### config.mk
export PLATFORM = sky130hd
export DESIGN_NAME = branch_resolve_unit_flat
export DESIGN_NICKNAME = d
export VERILOG_FILES = /design/src/rtl/riscv_bp_pkg.sv /design/src/rtl/branch_resolve_unit_if.sv /design/src/rtl/bp_pred_pipe.sv /design/src/rtl/branch_resolve_unit.sv /design/src/flat_wrapper.sv
export SDC_FILE = /design/constraint.sdc
export NUM_CORES = 1
export LEC_CHECK = 0
export CAP_MARGIN = 10
export CORE_MARGIN = 2
export CORE_UTILIZATION = 50
export CTS_BUF_LIST = sky130_fd_sc_hd__clkbuf_8 sky130_fd_sc_hd__clkbuf_16
export DETAILED_ROUTE_END_ITERATION = 8
export PLACE_DENSITY = 0.81
export SLEW_MARGIN = 20
export SYNTH_ARGS = -nofsm -noshare
export SYNTH_HDL_FRONTEND = slang
export SYNTH_HIERARCHICAL = 1
export SYNTH_SLANG_ARGS = --single-unit
### constraint.sdc
create_clock -name clk -period 2.8 [get_ports clk]
set_input_delay 0.56 -clock clk [delete_from_list [all_inputs] [get_ports clk]]
set_output_delay 0.56 -clock clk [all_outputs]
set_load 0.01 [all_outputs]
### src/rtl/riscv_bp_pkg.sv
// rtl/riscv_bp_pkg.sv - shared branch-prediction types and constants
package riscv_bp_pkg;

  localparam int PC_W_DEFAULT  = 20;
  localparam int CNT_W_DEFAULT = 32;
  localparam int PC_INC        = 4;

  typedef enum logic {
    IDLE    = 1'b0,
    RECOVER = 1'b1
  } bru_state_e;

  // Two-bit saturating predictor state; bit 1 is the predicted direction.
  typedef enum logic [1:0] {
    BP_STRONG_NT = 2'b00,
    BP_WEAK_NT   = 2'b01,
    BP_WEAK_T    = 2'b10,
    BP_STRONG_T  = 2'b11
  } bp_ctr_e;

  localparam int BP_TAKEN_BIT = 1;

endpackage

### src/rtl/branch_resolve_unit_if.sv
// rtl/branch_resolve_unit_if.sv - prediction-table update bus
interface branch_resolve_unit_if #(
  parameter int PC_W = 20
);
  logic            upd_valid;
  logic [PC_W-1:0] upd_pc;
  logic            upd_take;
  logic            upd_branch;
  logic            upd_jump;

  modport master (output upd_valid, upd_pc, upd_take, upd_branch, upd_jump);
  modport slave  (input  upd_valid, upd_pc, upd_take, upd_branch, upd_jump);
endinterface

### src/rtl/bp_pred_pipe.sv
// rtl/bp_pred_pipe.sv - F->D->E sideband pipeline with stall and flush
module bp_pred_pipe #(
  parameter int W = 21
) (
  input  logic         clk,
  input  logic         rst,
  input  logic         stall_D,
  input  logic         stall_E,
  input  logic         flush,
  input  logic         in_valid,
  input  logic [W-1:0] in_data,
  output logic         e_valid,
  output logic [W-1:0] e_data
);

  logic         d_valid;
  logic [W-1:0] d_data;

  always_ff @(posedge clk) begin
    if (rst) begin
      d_valid <= 1'b0;
      d_data  <= '0;
      e_valid <= 1'b0;
      e_data  <= '0;
    end else begin
      if (!stall_D) begin
        d_valid <= in_valid;
        d_data  <= in_data;
      end
      // A stalled D feeding a running E inserts a bubble.
      if (!stall_E) begin
        if (!stall_D) begin
          e_valid <= d_valid;
          e_data  <= d_data;
        end else begin
          e_valid <= 1'b0;
        end
      end
      if (flush) begin
        d_valid <= 1'b0;
        e_valid <= 1'b0;
      end
    end
  end

endmodule

### src/rtl/branch_resolve_unit.sv
// rtl/branch_resolve_unit.sv - execute-stage branch resolution and predictor update
module branch_resolve_unit
  import riscv_bp_pkg::*;
#(
  parameter int PC_W  = PC_W_DEFAULT,
  parameter int CNT_W = CNT_W_DEFAULT
) (
  input  logic             clk,
  input  logic             rst,
  input  logic             fetch_valid_F,
  input  logic             pred_taken_F,
  input  logic [PC_W-1:0]  pred_target_F,
  input  logic             stall_D,
  input  logic             stall_E,
  input  logic             branch_E,
  input  logic             jump_E,
  input  logic             take_E,
  input  logic [PC_W-1:0]  pc_E,
  input  logic [PC_W-1:0]  target_E,
  output logic             redirect,
  output logic [PC_W-1:0]  redirect_pc,
  output logic             flush_FD,
  branch_resolve_unit_if.master upd,
  output logic [CNT_W-1:0] cnt_resolved,
  output logic [CNT_W-1:0] cnt_mispredict
);

  bru_state_e      state_q, state_d;
  logic [PC_W-1:0] rpc_q;
  logic            pe_valid;
  logic [PC_W:0]   pe_data;
  logic            pe_taken;
  logic [PC_W-1:0] pe_target;
  logic            res, act_taken, mis;
  logic [PC_W-1:0] act_next;

  bp_pred_pipe #(.W(PC_W + 1)) u_pipe (
    .clk      (clk),
    .rst      (rst),
    .stall_D  (stall_D),
    .stall_E  (stall_E),
    .flush    (flush_FD),
    .in_valid (fetch_valid_F),
    .in_data  ({pred_taken_F, pred_target_F}),
    .e_valid  (pe_valid),
    .e_data   (pe_data)
  );

  assign pe_taken  = pe_data[PC_W];
  assign pe_target = pe_data[PC_W-1:0];

  // Instructions in E during RECOVER are wrong-path and never resolve.
  assign res       = pe_valid & (branch_E | jump_E) & ~stall_E & (state_q == IDLE);
  assign act_taken = jump_E | take_E;
  assign act_next  = act_taken ? target_E : pc_E + PC_W'(PC_INC);
  assign mis       = res & ((act_taken != pe_taken) |
                            (act_taken & (target_E != pe_target)));

  always_ff @(posedge clk) begin
    if (rst) state_q <= IDLE;
    else     state_q <= state_d;
  end

  always_comb begin
    state_d  = state_q;
    redirect = 1'b0;
    flush_FD = 1'b0;
    case (state_q)
      IDLE:    if (mis) state_d = RECOVER;
      RECOVER: begin
        redirect = 1'b1;
        flush_FD = 1'b1;
        state_d  = IDLE;
      end
      default: state_d = IDLE;
    endcase
  end

  assign redirect_pc = rpc_q;

  always_ff @(posedge clk) begin
    if (rst) begin
      rpc_q          <= '0;
      upd.upd_valid  <= 1'b0;
      upd.upd_pc     <= '0;
      upd.upd_take   <= 1'b0;
      upd.upd_branch <= 1'b0;
      upd.upd_jump   <= 1'b0;
      cnt_resolved   <= '0;
      cnt_mispredict <= '0;
    end else begin
      upd.upd_valid <= res;
      if (res) begin
        upd.upd_pc     <= pc_E;
        upd.upd_take   <= act_taken;
        upd.upd_branch <= branch_E & ~jump_E;
        upd.upd_jump   <= jump_E;
      end
      if (mis) rpc_q <= act_next;
      if (res && cnt_resolved != {CNT_W{1'b1}})   cnt_resolved   <= cnt_resolved + 1'b1;
      if (mis && cnt_mispredict != {CNT_W{1'b1}}) cnt_mispredict <= cnt_mispredict + 1'b1;
    end
  end

endmodule

### src/flat_wrapper.sv
// flat-port wrapper written by rule: the top's interface ports become plain ports
module branch_resolve_unit_flat import riscv_bp_pkg::*;
#(
  parameter int PC_W  = PC_W_DEFAULT,
  parameter int CNT_W = CNT_W_DEFAULT
)
  (clk, rst, fetch_valid_F, pred_taken_F, pred_target_F, stall_D, stall_E, branch_E, jump_E, take_E, pc_E, target_E, redirect, redirect_pc, flush_FD, cnt_resolved, cnt_mispredict, upd_upd_valid, upd_upd_pc, upd_upd_take, upd_upd_branch, upd_upd_jump);
  branch_resolve_unit_if #(.PC_W(PC_W)) upd_i ();
  input  logic clk;
  input  logic rst;
  input  logic fetch_valid_F;
  input  logic pred_taken_F;
  input  logic [PC_W-1:0] pred_target_F;
  input  logic stall_D;
  input  logic stall_E;
  input  logic branch_E;
  input  logic jump_E;
  input  logic take_E;
  input  logic [PC_W-1:0] pc_E;
  input  logic [PC_W-1:0] target_E;
  output logic redirect;
  output logic [PC_W-1:0] redirect_pc;
  output logic flush_FD;
  output logic [CNT_W-1:0] cnt_resolved;
  output logic [CNT_W-1:0] cnt_mispredict;
  output wire logic [$bits(upd_i.upd_valid)-1:0] upd_upd_valid;
  output wire logic [$bits(upd_i.upd_pc)-1:0] upd_upd_pc;
  output wire logic [$bits(upd_i.upd_take)-1:0] upd_upd_take;
  output wire logic [$bits(upd_i.upd_branch)-1:0] upd_upd_branch;
  output wire logic [$bits(upd_i.upd_jump)-1:0] upd_upd_jump;
  assign upd_upd_valid = upd_i.upd_valid;
  assign upd_upd_pc = upd_i.upd_pc;
  assign upd_upd_take = upd_i.upd_take;
  assign upd_upd_branch = upd_i.upd_branch;
  assign upd_upd_jump = upd_i.upd_jump;
  branch_resolve_unit #(.PC_W(PC_W), .CNT_W(CNT_W)) u_core (.clk(clk), .rst(rst), .fetch_valid_F(fetch_valid_F), .pred_taken_F(pred_taken_F), .pred_target_F(pred_target_F), .stall_D(stall_D), .stall_E(stall_E), .branch_E(branch_E), .jump_E(jump_E), .take_E(take_E), .pc_E(pc_E), .target_E(target_E), .redirect(redirect), .redirect_pc(redirect_pc), .flush_FD(flush_FD), .upd(upd_i), .cnt_resolved(cnt_resolved), .cnt_mispredict(cnt_mispredict));
endmodule
Word-level counts from Yosys, hierarchy flattened
Index checks and enable logic that the tools add are counted.
{ "classes": {"add_sub_neg": 3, "n_eq_ne": 4, "muxes": 5, "bitwise_logic": 13, "reduce_logical": 4} }
{ "ops": {"columns": ["operator", "count"], "rows": [
  ["32-bit by 1-bit adder with 32-bit output (second input constant)", 2],
  ["32-bit inequality test (second input constant)", 2],
  ["20-bit by 3-bit adder with 20-bit output (second input constant)", 1],
  ["20-bit 2-to-1 mux", 1],
  ["20-bit inequality test", 1],
  ["1-bit bitwise AND", 6],
  ["1-bit inverter", 4],
  ["1-bit 2-to-1 mux", 3],
  ["1-bit OR", 3],
  ["1-bit logical AND", 2],
  ["1-bit case mux with 2 select lines", 1],
  ["2-bit AND reduction", 1],
  ["2-bit OR reduction", 1],
  ["1-bit inequality test", 1]
]} }
{ "totals": {"regBits": 153, "inputBits": 69, "wordCells": 42} }

Logic depth before layout (Yosys ltp)
{ "depth": {"depth_word": 7, "depth_mapped": 9, "depth_no_buf": 7} }

Cells and area by module
Netlist, hierarchy kept.
{ "by_module_without_submodules": {"columns": ["mod", "n_inst", "cells_per_inst", "area_per_inst_um2", "seq_area_each_um2"], "rows": [
  ["branch_resolve_unit", 1, 706, 5685.5, 2182.1],
  ["bp_pred_pipe", 1, 170, 1682.9, 880.8]
]} }

Worst setup path before layout
No wires, ideal clock.
{ "synth_path": {"path_type": "input to register", "start": "input port jump_E", "end": "register u_core.cnt_mispredict[9]", "arrival_ns": 2.232, "setup_slack_ns": 0.498, "cell_stages": 9, "cell_sequence": "buf_2 -> or2_1 -> nand3_1 -> or4b_1 -> o22ai_1 -> buf_2 -> buf_2 -> o31ai_1 -> a21oi_1"} }
{ "synth_between": {"elab_chain_cells": 6, "elab_cells_between_ends": 10} }
{ "synth_lines": {"columns": ["item", "line_no", "text"], "rows": [
  ["from (decl)", "flat_wrapper.sv:17", "input logic jump_E;"],
  ["1-bit OR", "branch_resolve_unit.sv:53", "assign res = pe_valid & (branch_E | jump_E) & ~stall_E & (state_q == IDLE);"],
  ["1-bit bitwise AND (3 in series)", "branch_resolve_unit.sv:53", null],
  ["1-bit bitwise AND *", "branch_resolve_unit.sv:56", "assign mis = res & ((act_taken != pe_taken) |"],
  ["1-bit logical AND *", "branch_resolve_unit.sv:101", "if (mis && cnt_mispredict != {CNT_W{1'b1}}) cnt_mispredict <= cnt_mispredict + 1'b1;"],
  ["to (signal assigned)", "branch_resolve_unit.sv:101", null],
  ["to (decl)", "branch_resolve_unit.sv:25", "output logic [CNT_W-1:0] cnt_mispredict"]
]} }
Mark *: on every way between the ends. The rest lies on a longest branch, timed or not.
A chain may end at the register's enable or synchronous reset.

Worst setup path after layout
{ "layout_path": {"start": "input port target_E[10]", "end": "register u_core.rpc_q[3] (netlist: u_core/redirect_pc[3])"} }
{ "layout_between": {"elab_chain_cells": 4} }
{ "layout_lines": {"columns": ["item", "line_no", "text"], "rows": [
  ["from (decl)", "flat_wrapper.sv:20", "input logic [PC_W-1:0] target_E;"],
  ["20-bit inequality test", "branch_resolve_unit.sv:57", "(act_taken & (target_E != pe_target)));"],
  ["1-bit bitwise AND", "branch_resolve_unit.sv:57", null],
  ["1-bit OR", "branch_resolve_unit.sv:56", null],
  ["1-bit bitwise AND", "branch_resolve_unit.sv:56", null],
  ["to (signal assigned)", "branch_resolve_unit.sv:99", "if (mis) rpc_q <= act_next;"],
  ["to (decl)", "branch_resolve_unit.sv:29", "logic [PC_W-1:0] rpc_q;"]
]} }
No other way between the ends.

==> flow_summary.json <==
{
  "synth-compound-area-share_pct": 15.4,
  "dp_cells": 1220,
  "syn-instance-count": 876,
  "synth.yosys.seq_area_share_pct": 41.6,
  "stdcell_count": 1252,
  "r2r_end": "u_core/cnt_mispredict[27]",
  "synth.area.mux_share_pct": 4.13,
  "power_density_nw_per_um2": 498,
  "numCtsBuffers": 17,
  "skew_ns": 0.00754,
  "p_leak_nw": 3.44,
  "synth-adder-area-share_pct": 0.509,
  "dieHeight_um": 125,
  "core_um2": 14500,
  "synth-edff-count": 0,
  "grt.overflow.total": 0,
  "cts_buffer_depth": 2,
  "fin_area_um2": 10200,
  "fin_crit_ns": 2.54,
  "comb_power_share_pct": 7.2,
  "syn_area_per_cell_um2": 8.41,
  "worst_pin_slew_ns": 0.711,
  "row_count": 44,
  "drc": 0,
  "grt_pass1_wl_um": 33700,
  "path_max_fanout": 17,
  "tritoncts": "built",
  "whs_path_depth": 2,
  "switching_share_pct": 21.4,
  "clock-sinks": 153,
  "die_w_um": 125,
  "cts_hold_buf": 0,
  "root_buffer": "clkbuf_16",
  "placed_cell_area_um2": 9520,
  "critPathKind": "in2reg",
  "crit_slowest_cell": "or4_1",
  "synthArstFlopShare_pct": 0,
  "dr_total_vias": 7378,
  "crit_chain": "clkdlybuf4s50_1 -> xor2_1 -> nor4_1 -> nand4_1 -> or4_1 -> buf_12 -> a311oi_1",
  "synth_top_family_by_area": "simple AND/OR/NAND/NOR gates",
  "globalplace.congestion": 0.939,
  "rsz0062_at_grt": "no",
  "r2r_start": "u_core/cnt_mispredict[9]",
  "critPathTopFamily": "simple AND/OR/NAND/NOR gates",
  "ant_nets": 0,
  "synth_cell_types": 56,
  "ios": 179,
  "firstDrtPassIters": 5,
  "ir_drop_mv": 0.431,
  "wire_per_inst_um": 17.0,
  "start_util_pct": 50.9,
  "worstHoldEndpoint": "u_core/upd.upd_pc[7]",
  "cts_setup_buffers": 0,
  "hold_class": "reg2reg",
  "synthSimpleGateAreaFrac_pct": 26.5,
  "min_period_over_period_pct": 90.5,
  "path_buf_inv": 2,
  "hp-start": "u_core/upd.upd_pc[7]",
  "ys_seq_elements": 153,
  "dp_hpwl_um": 14800,
  "grt_max_degree": 153,
  "syn2layout_area_growth_pct": 37.9,
  "arrival_ns": 2.86,
  "slew_violations": 0,
  "slew-limit-headroom_pct": 51.3,
  "syn-num-nets": 948,
  "start_kind": "input port",
  "reg2reg_depth": 6,
  "power_switching_w": 0.00108,
  "ys_warn_count": 6,
  "endpoint_kind": "flop",
  "grt_pass1_vias": 6715,
  "clock_power_share_pct": 48.8,
  "syn_area_um2": 7370,
  "first_iter_violations": 735,
  "gr-usage-all-layers_pct": 26.2,
  "routed_wl_um": 21300,
  "critPathMaxStageDelay_ns": 0.63,
  "maxClockFrequency_mhz": 394,
  "cts_max_level": 4,
  "drv_cap": 0,
  "clk_pin_slew_ns": 0.06,
  "synth-xor-area-share_pct": 7.49,
  "layout.nets": 1127,
  "p_seq_share_pct": 44.0,
  "cts_resized": 0,
  "ys.flop_type": "dfxtp_1",
  "drive_above_1_share_pct": 8.53,
  "finalHoldViolations": 0,
  "p_int_w": 0.00398,
  "viasPerCell": 5.89,
  "regToRegSetupSlack_ns": 0.42,
  "insertion_delay_ns": 0.42,
  "run_status": "finished, final reports clean",
  "port-buffer-count": 178,
  "setup_viol": 0,
  "fillerInstances": 1152,
  "die_area_um2": 15700,
  "required_ns": 3.12,
  "antenna_found_initial": 1
}
final cells by class:
cell class,count,area (um^2),area share (%)
clock inverter,9,145,1.43
multi-input combinational,649,4010,39.5
inverter,11,41.3,0.406
sequential,153,3060,30.1
antenna,1,2.50,0.0246
clock buffer,22,494,4.86
timing repair buffer,223,2180,21.4
tap,184,230,2.27
how the worst max path moves through the flow:
stage                      start  slack, ns  cells past startpoint                   endpoint
floorplan                 jump_E       0.50                      9   u_core/cnt_mispredict[9]
global placement    target_E[10]      -0.04                      8      u_core/redirect_pc[2]
detailed placement  target_E[10]      -0.12                      7      u_core/redirect_pc[0]
CTS                 target_E[10]       0.32                      7      u_core/redirect_pc[3]
global route             stall_E       0.16                      8  u_core/cnt_mispredict[30]
finish              target_E[10]       0.26                      7      u_core/redirect_pc[3]
synthesized netlist by cell type, types with 2 or more instances:
| cell | number | area (um^2) |
|---|---|---|
| or4_1 | 20 | 150 |
| a311oi_1 | 3 | 26.3 |
| nor4_1 | 23 | 144 |
| a31o_1 | 2 | 17.5 |
| or3_1 | 10 | 62.6 |
| o41ai_1 | 5 | 43.8 |
| nand3_1 | 33 | 165 |
| o31ai_1 | 18 | 135 |
| a21oi_1 | 86 | 430 |
| a2111oi_0 | 4 | 35.0 |
| buf_2 | 9 | 45.0 |
| or2_2 | 2 | 12.5 |
| ha_1 | 3 | 37.5 |
| buf_6 | 2 | 22.5 |
| o21ai_1 | 7 | 35.0 |
| nor2b_1 | 3 | 18.8 |
| nand2_1 | 82 | 308 |
| nor3b_1 | 3 | 22.5 |
| xnor2_1 | 31 | 272 |
| nand4_1 | 29 | 181 |
| o21ai_0 | 35 | 175 |
| dfxtp_1 | 153 | 3060 |
| or3b_2 | 3 | 26.3 |
| o211ai_1 | 5 | 37.5 |
| and3_1 | 11 | 68.8 |
| inv_1 | 11 | 41.3 |
| clkbuf_1 | 43 | 161 |
| o311ai_0 | 2 | 17.5 |
| and4_1 | 9 | 78.8 |
| nor2_1 | 79 | 297 |
| mux2_1 | 3 | 33.8 |
| nor3_1 | 22 | 110 |
| xor2_1 | 32 | 280 |
| buf_1 | 5 | 18.8 |
| mux2i_1 | 27 | 270 |
| o21a_1 | 2 | 15.0 |
| and2_1 | 4 | 25.0 |
| buf_4 | 4 | 30.0 |
| a211oi_1 | 2 | 15.0 |
| o2111ai_1 | 12 | 105 |
| or3b_1 | 20 | 175 |
| nor4_2 | 3 | 37.5 |
cell families (layout without fill, tap and decap cells):
logic type               count (synthesis)  in the layout
flip-flops                             153            153
multiplexers                            30             30
XOR/XNOR                                63             63
AO/OA/AOI/OAI                          189            189
other                                    0              1
AND/OR/NAND/NOR                        364            364
buffers and inverters                   74            265
adder cells (fa/ha/maj)                  3              3
cells in the final DEF (no fill, tap or decap), types with 4 or more instances in the layout:
cell type and count:
nand3_1 33, or3_1 10, o21ai_1 6, inv_1 13, clkbuf_16 17, or4_1 20
bufinv_16 4, nor3_1 22, o31ai_1 18, xor2_1 32, o211ai_1 5, nand2_1 82
o41ai_1 5, clkdlybuf4s50_1 176, nand4_1 29, clkbuf_8 5, a2111oi_0 4, o21ai_0 35
or3b_1 20, nor4_1 23, buf_4 42, o2111ai_1 12, and3_1 11, and4_1 9
and2_1 4, mux2i_1 27, nor2_1 77, buf_12 5, xnor2_1 31, a21oi_1 86
dfxtp_1 153
power groups by stage:
stage          registers [W]  clock network (W)  logic (W)
4_1_cts              0.00223            0.00250   0.000360
2_1_floorplan        0.00227                  0   0.000170
3_5_place_dp         0.00227                  0   0.000356
3_3_place_gp         0.00227                  0   0.000353
6_report             0.00223            0.00247   0.000364
5_1_grt              0.00223            0.00258   0.000388
flip-flops by register name (all words and copies together) (netlist names), 20 cells and up:
name	flops
u_core/u_pipe/d_data	21
u_core/cnt_mispredict	32
u_core/u_pipe/e_data	21
u_core/cnt_resolved	32
u_core/redirect_pc	20
u_core/upd.upd_pc	20
per-stage QoR:
stage	setup TNS [ns]	util (%)	worst slack, ns	hold slack [ns]	power, W
finish	0	70.2	0.265	0.452	0.00506
global route	0	70.2	0.160	0.476	0.00520
CTS	0	70.2	0.316	0.454	0.00508
detailed placement	-1.92	65.7	-0.115	0.446	0.00263
global placement	-0.260	65.7	-0.0421	0.442	0.00262
floorplan	0	-	0.498	0.443	0.00244
per-layer routing:
layer / track usage [%] / vias to the layer above / part of all wire, %
li1: - / 3554 / -
met1: 33.2 / 3442 / 42
met2: 43.4 / 328 / 48
met3: 5.43 / 54 / 7.1
met4: 11.4 / 0 / 3.1
met5: 0 / - / 0
worst reg2reg max path, stage by stage (launching register included):
cell     delay [ns]
dfxtp_1        0.43
nand4_1        0.23
or4_4          0.59
nor2_1         0.30
nand4_1        0.17
or4_1          0.42
a21oi_1        0.17
Power figures use the tool's default switching activity.
==> patch (same flow settings) <==
Set the package constant `PC_W_DEFAULT` to 28 (it was 20).
--- a/src/rtl/riscv_bp_pkg.sv
+++ b/src/rtl/riscv_bp_pkg.sv
@@ -1,7 +1,7 @@
 // rtl/riscv_bp_pkg.sv - shared branch-prediction types and constants
 package riscv_bp_pkg;
 
-  localparam int PC_W_DEFAULT  = 20;
+  localparam int PC_W_DEFAULT  = 28;
   localparam int CNT_W_DEFAULT = 32;
   localparam int PC_INC        = 4;
 
Ports: changed (5 resized); port bits go from 179 to 219. The function was not compared with the original's and may differ.
==> patch against the original RTL <==
Synthesized cell count grew 18%; area after synthesis is 21% higher; routed wire length up 24%; final area rose by 19%; power up 12%; fmax fell by 2.9%; count of clock-buffer cells in the layout fell by 5; sequential cell count increased by 32; hold slack better by 0.0028 ns; setup slack lost 0.077 ns; sequential share of layout area is 0.41 points higher.
==> patch: results <==
metrics = {
    "worst_setup_path": {
        "rr_startpoint": "u_core/cnt_mispredict[0]$_SDFFE_PP0P_",
        "reg2regPathDepth": 7,
        "cp_max_fo": 45,
        "reg2reg_slack_ns": 0.19,
        "rr_endpoint": "u_core/cnt_mispredict[9]$_SDFFE_PP0P_",
    },
    "timing": {
        "worst_slew_pin_slew_ns": 0.632,
        "hold_viol": 0,
        "hold_slack_ns": 0.455,
        "setup_viol_count_final": 0,
        "finClkSkew_ns": 0.00987,
    },
    "drt": {
        "vias_per_cell": 5.86,
        "drtIter0Drc": 861,
        "routed_wl_mm": 26.5,
    },
    "place": {
        "dp_hpwl_mm": 19.1,
        "routabilityCongestion": 0.955,
        "dp_slack_ns": -0.0762,
        "io_buffer_count": 218,
    },
    "power_and_ir_drop": {
        "p_leak_nw": 4.08,
        "irDropWorstVdd_mv": 0.455,
        "power_switching_mw": 1.40,
    },
    "grt": {
        "grt_pass1_wl_mm": 41.2,
        "grt_max_degree": 83,
        "grt_pass1_vias": 8003,
        "antenna_found_initial": 0,
        "track_usage": 0.278,
    },
    "logic_synthesis": {
        "synth_common_cells": "dfxtp_1, nor2_1, nand2_1, a21oi_1, xnor2_1",
        "yosysSeqAreaShare": 0.416,
        "syn-num-nets": 1132,
        "ys_types": 56,
        "avgSynthCellArea_sq_um": 8.60,
        "synthTopCellsByArea": "dfxtp_1, a21oi_1, xnor2_1",
        "synth_flop_cell": "dfxtp_1",
    },
    "layout": {
        "stdcell_count": 1498,
        "drive_gt1_frac": 0.104,
        "n_antenna_cell": 0,
        "nNetsFinal": 1357,
    },
    "cts": {
        "cts_inserted_buffers": 17,
        "ctsResizeCount": 0,
        "cts_buffer_depth": 2,
        "htreeDepth": 4,
        "insertion_delay_ns": 0.44,
    },
    "worst_hold_path": {
        "hold_end": "u_core/upd.upd_pc[4]$_SDFFE_PP0P_",
        "hold_class": "reg -> reg",
        "hold_path_depth": 2,
        "min_from": "u_core/upd.upd_pc[4]$_SDFFE_PP0P_",
    },
    "run_status": {
        "status": "complete, no violations",
    },
}
==> patch: changes by cell type after synthesis, sizes merged, moves of 8 or more <==
cell   before  now
a21oi      86  104
buf        20   29
dfxtp     153  185
nand2      82  102
nand4      30   39
nor2       79  104
nor4       26   18
o21ai      42   50
or3b       23   31
xnor2      31   52
==> patch: cell type report <==
type | instances | area [sq um]
clock buffer | 17 | 425
clock inverter | 14 | 161
fill | 1397 | 5230
inverter | 7 | 26.3
multi-input combinational | 766 | 4800
sequential | 185 | 3700
tap | 225 | 282
timing repair buffer | 284 | 2720
==> patch: worst max path at each step <==
stage          slack (ns)                                   from  cells after the start                                      to
4_1_cts              0.26  u_core/cnt_mispredict[0]$_SDFFE_PP0P_                      7   u_core/cnt_mispredict[9]$_SDFFE_PP0P_
3_3_place_gp        -0.04                                stall_E                      7   u_core/cnt_mispredict[6]$_SDFFE_PP0P_
3_5_place_dp        -0.08                                stall_E                      7  u_core/cnt_mispredict[29]$_SDFFE_PP0P_
2_1_floorplan        0.57                                stall_E                      7  u_core/cnt_mispredict[19]$_SDFFE_PP0P_
5_1_grt               0.1  u_core/cnt_mispredict[0]$_SDFFE_PP0P_                      7   u_core/cnt_mispredict[9]$_SDFFE_PP0P_
6_report             0.19  u_core/cnt_mispredict[0]$_SDFFE_PP0P_                      7   u_core/cnt_mispredict[9]$_SDFFE_PP0P_
==> patch: layer usage <==
metal | track usage | vias to the layer above | share of wire
met5 | 0 | - | 0
met4 | 0.132 | 0 | 0.040
met3 | 0.0614 | 67 | 0.079
met2 | 0.444 | 369 | 0.47
met1 | 0.357 | 4155 | 0.41
li1 | - | 4192 | -
==> patch: worst max-delay path, cell delays in order (launching register included) <==
cell and delay [ns]:
dfxtp_1 0.44, ha_1 0.22, and2_1 0.25, nand4_1 0.18, or4b_1 0.58, nand2_4 0.39
nor4_2 0.10, mux2_4 0.31
==> patch: logic make-up after synthesis <==
group           Yosys count  share of synthesized area
xor+xnor                 79                     0.0777
buf+inv                  85                     0.0472
compound gates          225                      0.157
simple gates            422                      0.255
mux                      37                     0.0434
flops                   185                      0.416
fa+ha+maj                 3                    0.00421
==> patch: through the flow <==
step | utilization | instance area [sq um] | setup TNS (ns)
after detailed placement | 0.665 | 11500 | -1.40
after CTS | 0.699 | 12100 | 0
final | 0.699 | 12100 | 0
after global routing | 0.699 | 12100 | 0
after global placement | 0.665 | 11500 | -0.478
after floorplan | - | 8910 | 0
==> patch: power by group through the flow <==
stage	Clock (mW)	Combinational (mW)	Sequential, mW
2_1_floorplan	0	0.224	2.75
3_3_place_gp	0	0.482	2.75
3_5_place_dp	0	0.487	2.76
4_1_cts	2.48	0.491	2.69
5_1_grt	2.58	0.531	2.70
6_report	2.45	0.495	2.70
